<file path="config.mk">
export PLATFORM = sky130hd
export DESIGN_NAME = display_scan_controller
export DESIGN_NICKNAME = d
export VERILOG_FILES = /design/src/rtl/stopwatch_pkg.sv /design/src/rtl/scan_timer.sv /design/src/rtl/display_scan_controller.sv
export SDC_FILE = /design/constraint.sdc
export NUM_CORES = 1
export LEC_CHECK = 0
export BUFFER_PORTS_ARGS = -buffer_cell sky130_fd_sc_hd__buf_2
export CAP_MARGIN = 15
export CORE_ASPECT_RATIO = 0.9
export CORE_MARGIN = 1
export CORE_UTILIZATION = 62
export DETAILED_ROUTE_END_ITERATION = 12
export PLACE_DENSITY = 0.82
export SYNTH_ARGS = -nofsm -noshare
export SYNTH_HDL_FRONTEND = slang
export SYNTH_SLANG_ARGS = --single-unit
</file>
<file path="constraint.sdc">
create_clock -name clk -period 6.65 [get_ports clk]
set_clock_uncertainty 0.2 [all_clocks]
set_input_delay 0.9975 -clock clk [delete_from_list [all_inputs] [get_ports clk]]
set_output_delay 0.9975 -clock clk [all_outputs]
set_load 0.02 [all_outputs]
</file>
<file path="src/rtl/stopwatch_pkg.sv">
// rtl/stopwatch_pkg.sv - shared scan-state type and BCD helpers for the stopwatch display
//
// Contents:
//   scan_state_e  : scan controller states (IDLE / BLANK / ON)
//   BCD_MAX       : largest code the seven-segment decoder understands
//   bcd_or_zero() : maps non-BCD codes (10..15) to 0 so the decoder never sees them
package stopwatch_pkg;

    typedef enum logic [1:0] {
        ST_IDLE  = 2'd0,
        ST_BLANK = 2'd1,
        ST_ON    = 2'd2
    } scan_state_e;

    localparam logic [3:0] BCD_MAX = 4'd9;

    function automatic logic bcd_valid(input logic [3:0] d);
        return (d <= BCD_MAX);
    endfunction

    function automatic logic [3:0] bcd_or_zero(input logic [3:0] d);
        return bcd_valid(d) ? d : 4'd0;
    endfunction

endpackage

</file>
<file path="src/rtl/scan_timer.sv">
// rtl/scan_timer.sv - slot cycle counter and digit index counter for the display scan
//
// Ports:
//   clk, rst_n      : clock, asynchronous active-low reset
//   clr_i           : synchronous clear of both counters (controller idle or disabled)
//   run_i           : advance the slot counter this cycle
//   idx_o           : digit index of the current slot
//   blank_end_o     : last dark cycle of the slot (cnt = BLANK_CYCLES-1)
//   slot_end_o      : last cycle of the slot (cnt = SCAN_DIV-1)
//   frame_wrap_o    : slot_end_o on the last digit of the frame
module scan_timer #(
    parameter int NUM_DIGITS   = 4,
    parameter int SCAN_DIV     = 50000,
    parameter int BLANK_CYCLES = 500
) (
    input  logic                          clk,
    input  logic                          rst_n,
    input  logic                          clr_i,
    input  logic                          run_i,
    output logic [$clog2(NUM_DIGITS)-1:0] idx_o,
    output logic                          blank_end_o,
    output logic                          slot_end_o,
    output logic                          frame_wrap_o
);

    localparam int CNT_W = $clog2(SCAN_DIV);
    localparam int IDX_W = $clog2(NUM_DIGITS);

    localparam logic [CNT_W-1:0] CNT_LAST   = CNT_W'(SCAN_DIV - 1);
    localparam logic [CNT_W-1:0] BLANK_LAST = CNT_W'(BLANK_CYCLES - 1);
    localparam logic [IDX_W-1:0] IDX_LAST   = IDX_W'(NUM_DIGITS - 1);

    logic [CNT_W-1:0] cnt_q, cnt_d;
    logic [IDX_W-1:0] idx_q, idx_d;

    assign blank_end_o  = run_i && (cnt_q == BLANK_LAST);
    assign slot_end_o   = run_i && (cnt_q == CNT_LAST);
    assign frame_wrap_o = slot_end_o && (idx_q == IDX_LAST);
    assign idx_o        = idx_q;

    always_comb begin
        cnt_d = cnt_q;
        idx_d = idx_q;
        if (clr_i) begin
            cnt_d = '0;
            idx_d = '0;
        end else if (run_i) begin
            if (slot_end_o) begin
                cnt_d = '0;
                idx_d = frame_wrap_o ? '0 : idx_q + 1'b1;
            end else begin
                cnt_d = cnt_q + 1'b1;
            end
        end
    end

    always_ff @(posedge clk or negedge rst_n) begin
        if (!rst_n) begin
            cnt_q <= '0;
            idx_q <= '0;
        end else begin
            cnt_q <= cnt_d;
            idx_q <= idx_d;
        end
    end

endmodule

</file>
<file path="src/rtl/display_scan_controller.sv">
// rtl/display_scan_controller.sv - time-multiplexed scan of a shared seven-segment decoder
//
// Ports:
//   clk, rst_n    : clock, asynchronous active-low reset
//   en            : scan enable; low parks the controller in IDLE with the display dark
//   lz_en         : leading-zero suppression, sampled with each frame snapshot
//   digits_in     : packed BCD word, digit 0 in bits [3:0]
//   number        : code to the decoder (always 0..9)
//   digit_sel     : one-hot digit enable, all-zero = dark
//   frame_start   : one-cycle pulse on the first cycle of each frame
module display_scan_controller
    import stopwatch_pkg::*;
#(
    parameter int NUM_DIGITS   = 4,
    parameter int SCAN_DIV     = 50000,
    parameter int BLANK_CYCLES = 500
) (
    input  logic                      clk,
    input  logic                      rst_n,
    input  logic                      en,
    input  logic                      lz_en,
    input  logic [4*NUM_DIGITS-1:0]   digits_in,
    output logic [3:0]                number,
    output logic [NUM_DIGITS-1:0]     digit_sel,
    output logic                      frame_start
);

    localparam int IDX_W = $clog2(NUM_DIGITS);

    scan_state_e             state_q, state_d;
    logic [4*NUM_DIGITS-1:0] snap_q, snap_d;
    logic [NUM_DIGITS-1:0]   sup_q, sup_d;
    logic [3:0]              number_q, number_d;
    logic [NUM_DIGITS-1:0]   digit_sel_q, digit_sel_d;
    logic                    frame_start_q, frame_start_d;

    logic [IDX_W-1:0]        idx;
    logic                    blank_end;
    logic                    slot_end;
    logic                    frame_wrap;
    logic                    timer_clr;
    logic                    timer_run;

    // A digit is suppressed only while every digit above it is zero; the
    // running flag drops at the first non-zero (or non-BCD) digit from the top.
    // Digit 0 is left out so a zero reading still shows a single 0.
    function automatic logic [NUM_DIGITS-1:0] calc_sup(
        input logic [4*NUM_DIGITS-1:0] w,
        input logic                    lz
    );
        logic [NUM_DIGITS-1:0] s;
        logic                  zero_run;
        s        = '0;
        zero_run = lz;
        for (int k = NUM_DIGITS - 1; k >= 1; k--) begin
            zero_run = zero_run && (w[4*k +: 4] == 4'd0);
            s[k]     = zero_run;
        end
        return s;
    endfunction

    function automatic logic [3:0] get_digit(
        input logic [4*NUM_DIGITS-1:0] w,
        input logic [IDX_W-1:0]        i
    );
        logic [3:0] d;
        d = 4'd0;
        for (int k = 0; k < NUM_DIGITS; k++) begin
            if (i == IDX_W'(k)) begin
                d = w[4*k +: 4];
            end
        end
        return d;
    endfunction

    function automatic logic [NUM_DIGITS-1:0] one_hot(input logic [IDX_W-1:0] i);
        logic [NUM_DIGITS-1:0] s;
        s = '0;
        for (int k = 0; k < NUM_DIGITS; k++) begin
            s[k] = (i == IDX_W'(k));
        end
        return s;
    endfunction

    // Counters are held at zero whenever the controller is idle or disabled,
    // so the first BLANK cycle after enable always starts at cnt = 0, idx = 0.
    assign timer_clr = !en || (state_q == ST_IDLE);
    assign timer_run = en && (state_q != ST_IDLE);

    scan_timer #(
        .NUM_DIGITS   (NUM_DIGITS),
        .SCAN_DIV     (SCAN_DIV),
        .BLANK_CYCLES (BLANK_CYCLES)
    ) u_scan_timer (
        .clk          (clk),
        .rst_n        (rst_n),
        .clr_i        (timer_clr),
        .run_i        (timer_run),
        .idx_o        (idx),
        .blank_end_o  (blank_end),
        .slot_end_o   (slot_end),
        .frame_wrap_o (frame_wrap)
    );

    always_comb begin
        state_d       = state_q;
        snap_d        = snap_q;
        sup_d         = sup_q;
        number_d      = number_q;
        digit_sel_d   = digit_sel_q;
        frame_start_d = 1'b0;

        if (!en) begin
            // number deliberately holds; only the enables go dark
            state_d     = ST_IDLE;
            digit_sel_d = '0;
        end else begin
            case (state_q)
                ST_IDLE: begin
                    snap_d        = digits_in;
                    sup_d         = calc_sup(digits_in, lz_en);
                    number_d      = bcd_or_zero(digits_in[3:0]);
                    frame_start_d = 1'b1;
                    digit_sel_d   = '0;
                    state_d       = ST_BLANK;
                end
                ST_BLANK: begin
                    digit_sel_d = '0;
                    if (blank_end) begin
                        state_d = ST_ON;
                        // suppressed or non-BCD slots stay dark for the whole slot
                        if (((sup_q & one_hot(idx)) == '0) &&
                            bcd_valid(get_digit(snap_q, idx))) begin
                            digit_sel_d = one_hot(idx);
                        end
                    end
                end
                ST_ON: begin
                    if (slot_end) begin
                        state_d     = ST_BLANK;
                        digit_sel_d = '0;
                        if (frame_wrap) begin
                            // new frame: the decoder code comes from the fresh snapshot
                            snap_d        = digits_in;
                            sup_d         = calc_sup(digits_in, lz_en);
                            number_d      = bcd_or_zero(digits_in[3:0]);
                            frame_start_d = 1'b1;
                        end else begin
                            number_d = bcd_or_zero(get_digit(snap_q, idx + 1'b1));
                        end
                    end
                end
                default: begin
                    state_d     = ST_IDLE;
                    digit_sel_d = '0;
                end
            endcase
        end
    end

    always_ff @(posedge clk or negedge rst_n) begin
        if (!rst_n) begin
            state_q       <= ST_IDLE;
            snap_q        <= '0;
            sup_q         <= '0;
            number_q      <= 4'd0;
            digit_sel_q   <= '0;
            frame_start_q <= 1'b0;
        end else begin
            state_q       <= state_d;
            snap_q        <= snap_d;
            sup_q         <= sup_d;
            number_q      <= number_d;
            digit_sel_q   <= digit_sel_d;
            frame_start_q <= frame_start_d;
        end
    end

    assign number      = number_q;
    assign digit_sel   = digit_sel_q;
    assign frame_start = frame_start_q;

endmodule
</file>
==> out/qor.csv, run 1 <==
stage,metric,value,unit
job,maxCapViolations,0,
cells_and_area,syn2layout_area_growth,9.89,%
setup_path,critPathTopFamily,simple AND/OR/NAND/NOR gates,
route,drtIter0Drc,133,
cts,cts_root_buf,clkbuf_8,
setup_path,crit_cells,6,
place,gp_congestion,0.807,
yosys,ys.flop_type,dfrtp_1,
cts,postCtsHoldBufs,0,
worst_hold_path,hold_path_depth,1,
cts,clk_pin_slew,90,ps
setup_path,crit_type,reg -> reg,
cts,numCtsBuffers,5,
floorplanning,die_area,4380,µm²
pwr,ir_drop,0.000195,V
cts,ctsResizeCount,0,
setup_path,cp_max_fo,20,
yosys,yosysTopAreaCell,dfrtp_1,
route,vias,1849,
setup_path,critical_path_buf_inv_count,1,
setup_path,crit_path_end_kind,flop,
floorplanning,row_count,21,
timing,max_freq,425,MHz
grt,antenna_found_initial,0,
status,status,finished clean,
timing,tightestPinTransition,1020,ps
cells_and_area,final_cell_mix,"dfrtp_1 (48), buf_2 (28), nor2_1 (27)",
yosys,syn_area,2550,µm²
route,drcViolationCount,0,
timing,hold_viol_final,0,
setup_path,ff2ff_setup_slack,4300,ps
yosys,synth_edf_count,0,
grt,grt_max_degree,49,
worst_hold_path,hp-class,reg -> reg,
timing,period_share,35.4,%
setup_path,cpPeakStageDelay,450,ps
cts,cts.sinks,48,
grt,grtUsageTotal,24.9,%
setup_path,worstReg2RegStart,u_scan_timer.cnt_q[11],
place,post-place-cells,302,
route,dr.pass1.iters,4,
cts,htree_levels,2,
timing,tns,0,ps
yosys,synthArstFlopShare,100,%
pwr,power,637,µW
setup_path,path_cells,nor4_4 -> and4_1 -> nand2_1 -> a21oi_2 -> buf_4 -> mux2_4,
yosys,ys_top_cells_by_area,"dfrtp_1 (47%), mux2_4 (11%), nor2_1 (4.0%), ha_1 (3.4%), xnor2_1 (3.4%)",
timing,post-route-min-period,2350,ps
yosys,seq_area_frac_synth,47.0,%
cts,cts_tree,yes,
cells_and_area,final_common_cell,dfrtp_1,
floorplanning,io_pins,29,
cells_and_area,instances_no_fill,310,
place,post_dp_cell_area,2720,µm²
cells_and_area,antennaDiodeCount,0,
floorplanning,initial_core_util,66.6,%
timing,maxSlewHeadroom,32.0,%
timing,rsz0062_at_grt,false,
yosys,synth_cell_type_count,50,
cells_and_area,final_area,2810,µm²
yosys,ys_seq_elements,48,
cells_and_area,fillers,272,
grt,grt_pass1_vias,1747,
floorplanning,core-area,3840,µm²
route,wl,4830,µm
setup_path,reg2reg_depth,6,
floorplanning,die_h,62.9,µm
setup_path,critPathLaunch,u_scan_timer.cnt_q[11],
grt,overflow,0,
cells_and_area,num-nets-final,290,
yosys,yosysTopAreaCellShare,47.0,%
floorplanning,die_w,69.7,µm
setup_path,critical_path_arrival,2350,ps
yosys,synthCells,234,
worst_hold_path,hp-start,u_scan_timer.cnt_q[0],
route,viasPerCell,5.96,
yosys,synth_nets,261,
cts,post-cts-setup-buffers,0,
yosys,ys_warn_count,0,
cells_and_area,layout-drive-gt1-share,23.1,%
grt,grt_pass1_wl,8450,µm
route,wl_per_cell,15.6,µm
yosys,syn_avg_cell_area,10.9,µm²
cts,cts_buffer_depth,2,
pwr,power_density,227,nW/µm²
place,hpwlAfterDp,3560,µm
setup_path,cp-start-kind,flop,
cts,clk_latency,310,ps
setup_path,critPathSlowestCell,dfrtp_1,
timing,whs,257,ps
timing,setup_viol,0,
timing,slew_violations,0,
route,ant_nets,0,
pwr,p_leak,1.25,nW
place,numPortBuffers,28,
setup_path,required,6640,ps
-- cells in the mapped netlist (2+ instances only) --
library cell  count
nor4_1            3
a21oi_1           9
nand2_1          19
xor2_1            3
nor2_1           27
nand4_1           2
and4_1            4
nand3_1           7
a32oi_1           2
nor3_1            4
a22o_1            3
nand3b_1          2
inv_1             9
ha_1              7
nand2b_1          5
a21oi_2           2
o211ai_1          4
o21bai_1          2
o22a_1            2
buf_6             2
o211a_1           2
buf_2             3
dfrtp_1          48
mux2_4           18
clkbuf_1          2
xnor2_1          10
o21ai_0           6
and3_1            5
-- power breakdown --
group | switching [mW] | total (mW) | leakage [nW] | internal (mW)
Sequential | 0.0262 | 0.348 | 0.620 | 0.322
Combinational | 0.0511 | 0.109 | 0.580 | 0.0581
Clock | 0.0961 | 0.179 | 0.0510 | 0.0830
-- path summary, 6_finish.rpt --
check / end
max: snap_q[9]
min: u_scan_timer.cnt_q[0]
max reg2reg: snap_q[9]
min reg2reg: u_scan_timer.cnt_q[0]
max in group asynchronous: snap_q[3]
min in group asynchronous: u_scan_timer.cnt_q[11]
-- per-layer routing --
layer | track usage [%] | vias to the layer above | wire length, µm
li1 | - | 904 | -
met1 | 39.0 | 883 | 2530
met2 | 34.1 | 55 | 1940
met3 | 5.00 | 7 | 292
met4 | 8.75 | 0 | 69
met5 | 0 | - | 0
-- registers in the layout, summed over array words and instances (netlist names) --
| register | cells |
|---|---|
| digit_sel | 4 |
| frame_start | 1 |
| number | 4 |
| snap_q | 16 |
| state_q | 2 |
| sup_q | 3 |
| u_scan_timer.cnt_q | 16 |
| u_scan_timer.idx_o | 2 |
-- stage by stage --
stage	setup WS, ps	utilization [%]
after global routing	4160	73.2
after detailed placement	4270	70.8
final	4300	73.2
after floorplan	4510	-
after global placement	4280	70.8
after CTS	4290	73.2
-- cell type report --
cell class	count	area, µm²	share of cell area [%]
Timing Repair Buffer	29	148	5.26
Inverter	9	33.8	1.20
Tap cell	46	57.6	2.05
Multi-Input combinational cell	170	1270	45.4
Sequential cell	48	1200	42.8
Clock inverter	2	10.0	0.357
Clock buffer	6	82.6	2.94
-- kinds of logic after synthesis --
logic type,share of synthesized area [%]
and+or+nand+nor,19.2
DFF,47.0
AOI/OAI and AO/OA,11.9
muxes,11.0
buffers and inverters,3.08
xor gates and xnor gates,4.46
adders and majority gates,3.43
-- worst reg2reg max path, stage by stage, from the launching register on --
cell	delay [ps]
dfrtp_1	450
nor4_4	410
and4_1	260
nand2_1	80
a21oi_2	140
buf_4	340
mux2_4	350
Power figures use the tool's default switching activity.
==> run 2, diff against run 1 <==
--- a/config.mk
+++ b/config.mk
@@ -9,9 +9,9 @@
 export CAP_MARGIN = 15
 export CORE_ASPECT_RATIO = 0.9
 export CORE_MARGIN = 1
-export CORE_UTILIZATION = 62
+export CORE_UTILIZATION = 52
 export DETAILED_ROUTE_END_ITERATION = 12
-export PLACE_DENSITY = 0.82
+export PLACE_DENSITY = 0.73
 export SYNTH_ARGS = -nofsm -noshare
 export SYNTH_HDL_FRONTEND = slang
 export SYNTH_SLANG_ARGS = --single-unit
==> constraint.sdc (replaced) <==
create_clock -name clk -period 2.16 [get_ports clk]
set_clock_uncertainty 0.2 [all_clocks]
set_input_delay 0.324 -clock clk [delete_from_list [all_inputs] [get_ports clk]]
set_output_delay 0.324 -clock clk [all_outputs]
set_load 0.02 [all_outputs]
==> run 2 against run 1 <==
  * The flow now finishes with violations (negative setup slack)
  * Total power grew to 3.7 times the previous value
  * Count of clock-buffer cells in the layout down 1
  * Critical path depth unchanged
  * First-iteration DRC count increased by 26%
  * Via count rose by 7.4%
  * Hold slack got worse by 190 ps
  * Clock power rose to 4.9 times the previous value
  * Wire length is 24% higher
  * Critical endpoint is now snap_q[11]
  * Largest power group unchanged
  * Highest routed layer unchanged
==> out/qor.csv, run 2 (same netlist as run 1, synthesis figures left out) <==
stage,metric,value,unit
timing,hold_viol_final,0,
cts,numCtsBuffers,5,
pwr,power,2.36,mW
status,violations,negative setup slack,
place,post_dp_cell_area,2950,µm²
cts,cts_buffer_depth,2,
cells_and_area,antennaDiodeCount,0,
job,maxCapViolations,0,
worst_hold_path,hp-class,in -> reg,
floorplanning,die_area,5200,µm²
timing,tightestPinTransition,484,ps
cells_and_area,fillers,322,
setup_path,path_cells,nor4_4 -> and4_4 -> nand2_4 -> a21oi_4 -> clkbuf_16 -> mux2_4,
timing,setup_viol,13,
setup_path,critical_path_arrival,2190,ps
timing,maxSlewHeadroom,67.7,%
cts,htree_levels,2,
route,drtIter0Drc,167,
route,vias,1986,
setup_path,cpPeakStageDelay,440,ps
route,dr.pass1.iters,4,
route,drcViolationCount,0,
pwr,p_leak,1.48,nW
timing,tns,-316,ps
setup_path,reg2reg_depth,6,
grt,grt_max_degree,30,
setup_path,critPathLaunch,u_scan_timer.cnt_q[13],
setup_path,ff2ff_setup_slack,-30,ps
grt,grtUsageTotal,24.5,%
setup_path,crit_type,reg -> reg,
cts,cts_root_buf,clkbuf_8,
cells_and_area,num-nets-final,321,
setup_path,rr_endpoint,snap_q[11],
place,numPortBuffers,28,
floorplanning,row_count,23,
cts,cts.sinks,48,
floorplanning,core-area,4580,µm²
grt,grt_pass1_vias,1927,
grt,grtUsageMet2,36.4,%
grt,globalRouteMet3Util,7.27,%
cells_and_area,seq_area,1200,µm²
cells_and_area,largestRegisters,"snap_q: 16 flops, u_scan_timer.cnt_q: 16 flops",
timing,rsz0062_at_grt,true,
place,post-place-cells,341,
setup_path,crit_end,snap_q[11],
place,hpwlAfterDp,4140,µm
pwr,power_density,715,nW/µm²
cts,cts_tree,yes,
status,status,finished with violations,
floorplanning,initial_core_util,55.8,%
pwr,ir_drop,0.000464,V
route,wl,5990,µm
floorplanning,die_w,75.9,µm
grt,grt.busiest_layer,met2,
timing,post-route-min-period,2190,ps
timing,max_freq,456,MHz
setup_path,worstReg2RegStart,u_scan_timer.cnt_q[13],
grt,use_met1,35.5,%
floorplanning,die_h,68.5,µm
cells_and_area,multi_input_area,1370,µm²
setup_path,critPathSlowestCell,dfrtp_2,
cells_and_area,instances_no_fill,357,
timing,final.setup.worst_slack,-33.4,ps
cells_and_area,final_common_cell,dfrtp_1,
cells_and_area,final_cell_mix,"dfrtp_1 (47), buf_2 (28), nor2_1 (26)",
grt,antenna_found_initial,0,
cells_and_area,final_util,72.1,%
cts,clk_latency,300,ps
cells_and_area,layout-drive-gt1-share,35.6,%
cells_and_area,final_area,3300,µm²
setup_path,crit_path_end_kind,flop,
floorplanning,io_pins,29,
setup_path,cp-start-kind,flop,
cts,clk_pin_slew,90,ps
grt,grt_pass1_wl,9240,µm
setup_path,cp_max_fo,10,
route,viasPerCell,5.56,
cells_and_area,syn2layout_area_growth,29.1,%
route,ant_nets,0,
route,wl_per_cell,16.8,µm
setup_path,required,2150,ps
timing,slew_violations,0,
grt,overflow,0,
timing,period_share,102,%
place,gp_congestion,0.902,
[run 2: changes by cell type in the layout (fill, tap and decap cells not counted), moves of 2 or more]
cell | previous run | this run
ha_4 | 0 | 4
inv_2 | 0 | 2
buf_12 | 0 | 3
inv_1 | 9 | 7
clkbuf_16 | 0 | 2
ha_1 | 7 | 2
buf_4 | 1 | 25
clkinv_2 | 2 | 0
bufinv_16 | 0 | 3
[run 2: cell type report]
class / instances / area share, %
flip-flops and latches: 48 / 36.5
repair buffers: 60 / 13.9
well taps: 62 / 2.35
clock inverters: 3 / 2.73
clock buffers: 5 / 2.09
multi-input cells: 170 / 41.4
inverters: 9 / 1.02
[run 2: worst min-delay path by stage]
stage,from,to,slack (ps),cells past startpoint
floorplan,rst_n,digit_sel[0],-170,0
global placement,rst_n,snap_q[9],110,1
detailed placement,rst_n,snap_q[9],110,1
CTS,digits_in[15],snap_q[15],60,2
global route,digits_in[15],snap_q[15],50,2
finish,digits_in[7],snap_q[7],60,2
[run 2: stage by stage]
step	hold slack [ps]	setup WS, ps
6_report	64.7	-33.4
3_3_place_gp	111	59.3
5_1_grt	49.7	-104
3_5_place_dp	112	-7.52
4_1_cts	62.5	4.10
2_1_floorplan	-172	24.7
[run 2: per-layer routing]
layer	wire [µm]	share of wire, %	up-vias
met2	2690	45	55
li1	-	-	953
met5	0	0	-
met1	2950	49	973
met4	52	0.87	0
met3	303	5.1	5
[run 2: critical path, delay by kind of cell, from the launching register on]
family | cells | cell delay, ps
compound gates | 1 | 250
buf+inv | 1 | 230
flops | 1 | 440
mux | 1 | 300
simple gates | 3 | 660
[run 2: report_power, final]
part           internal (mW)  switching [mW]  total [mW]  leakage (nW)
logic                  0.225           0.177       0.402         0.787
clock network          0.579           0.303       0.881        0.0784
registers              0.991          0.0848        1.08         0.619
total                   1.80           0.564        2.36          1.48
[run 2: what timing repair did]
item                                    in CTS  in global routing
cloned                                       0                  2
hold buffers                                 1                  0
endpoints found under the setup margin       2                 24
setup buffers                                2                  3
pin swaps                                    0                  9
gates resized for setup                      7                 16
hold endpoints to repair                    19                  0
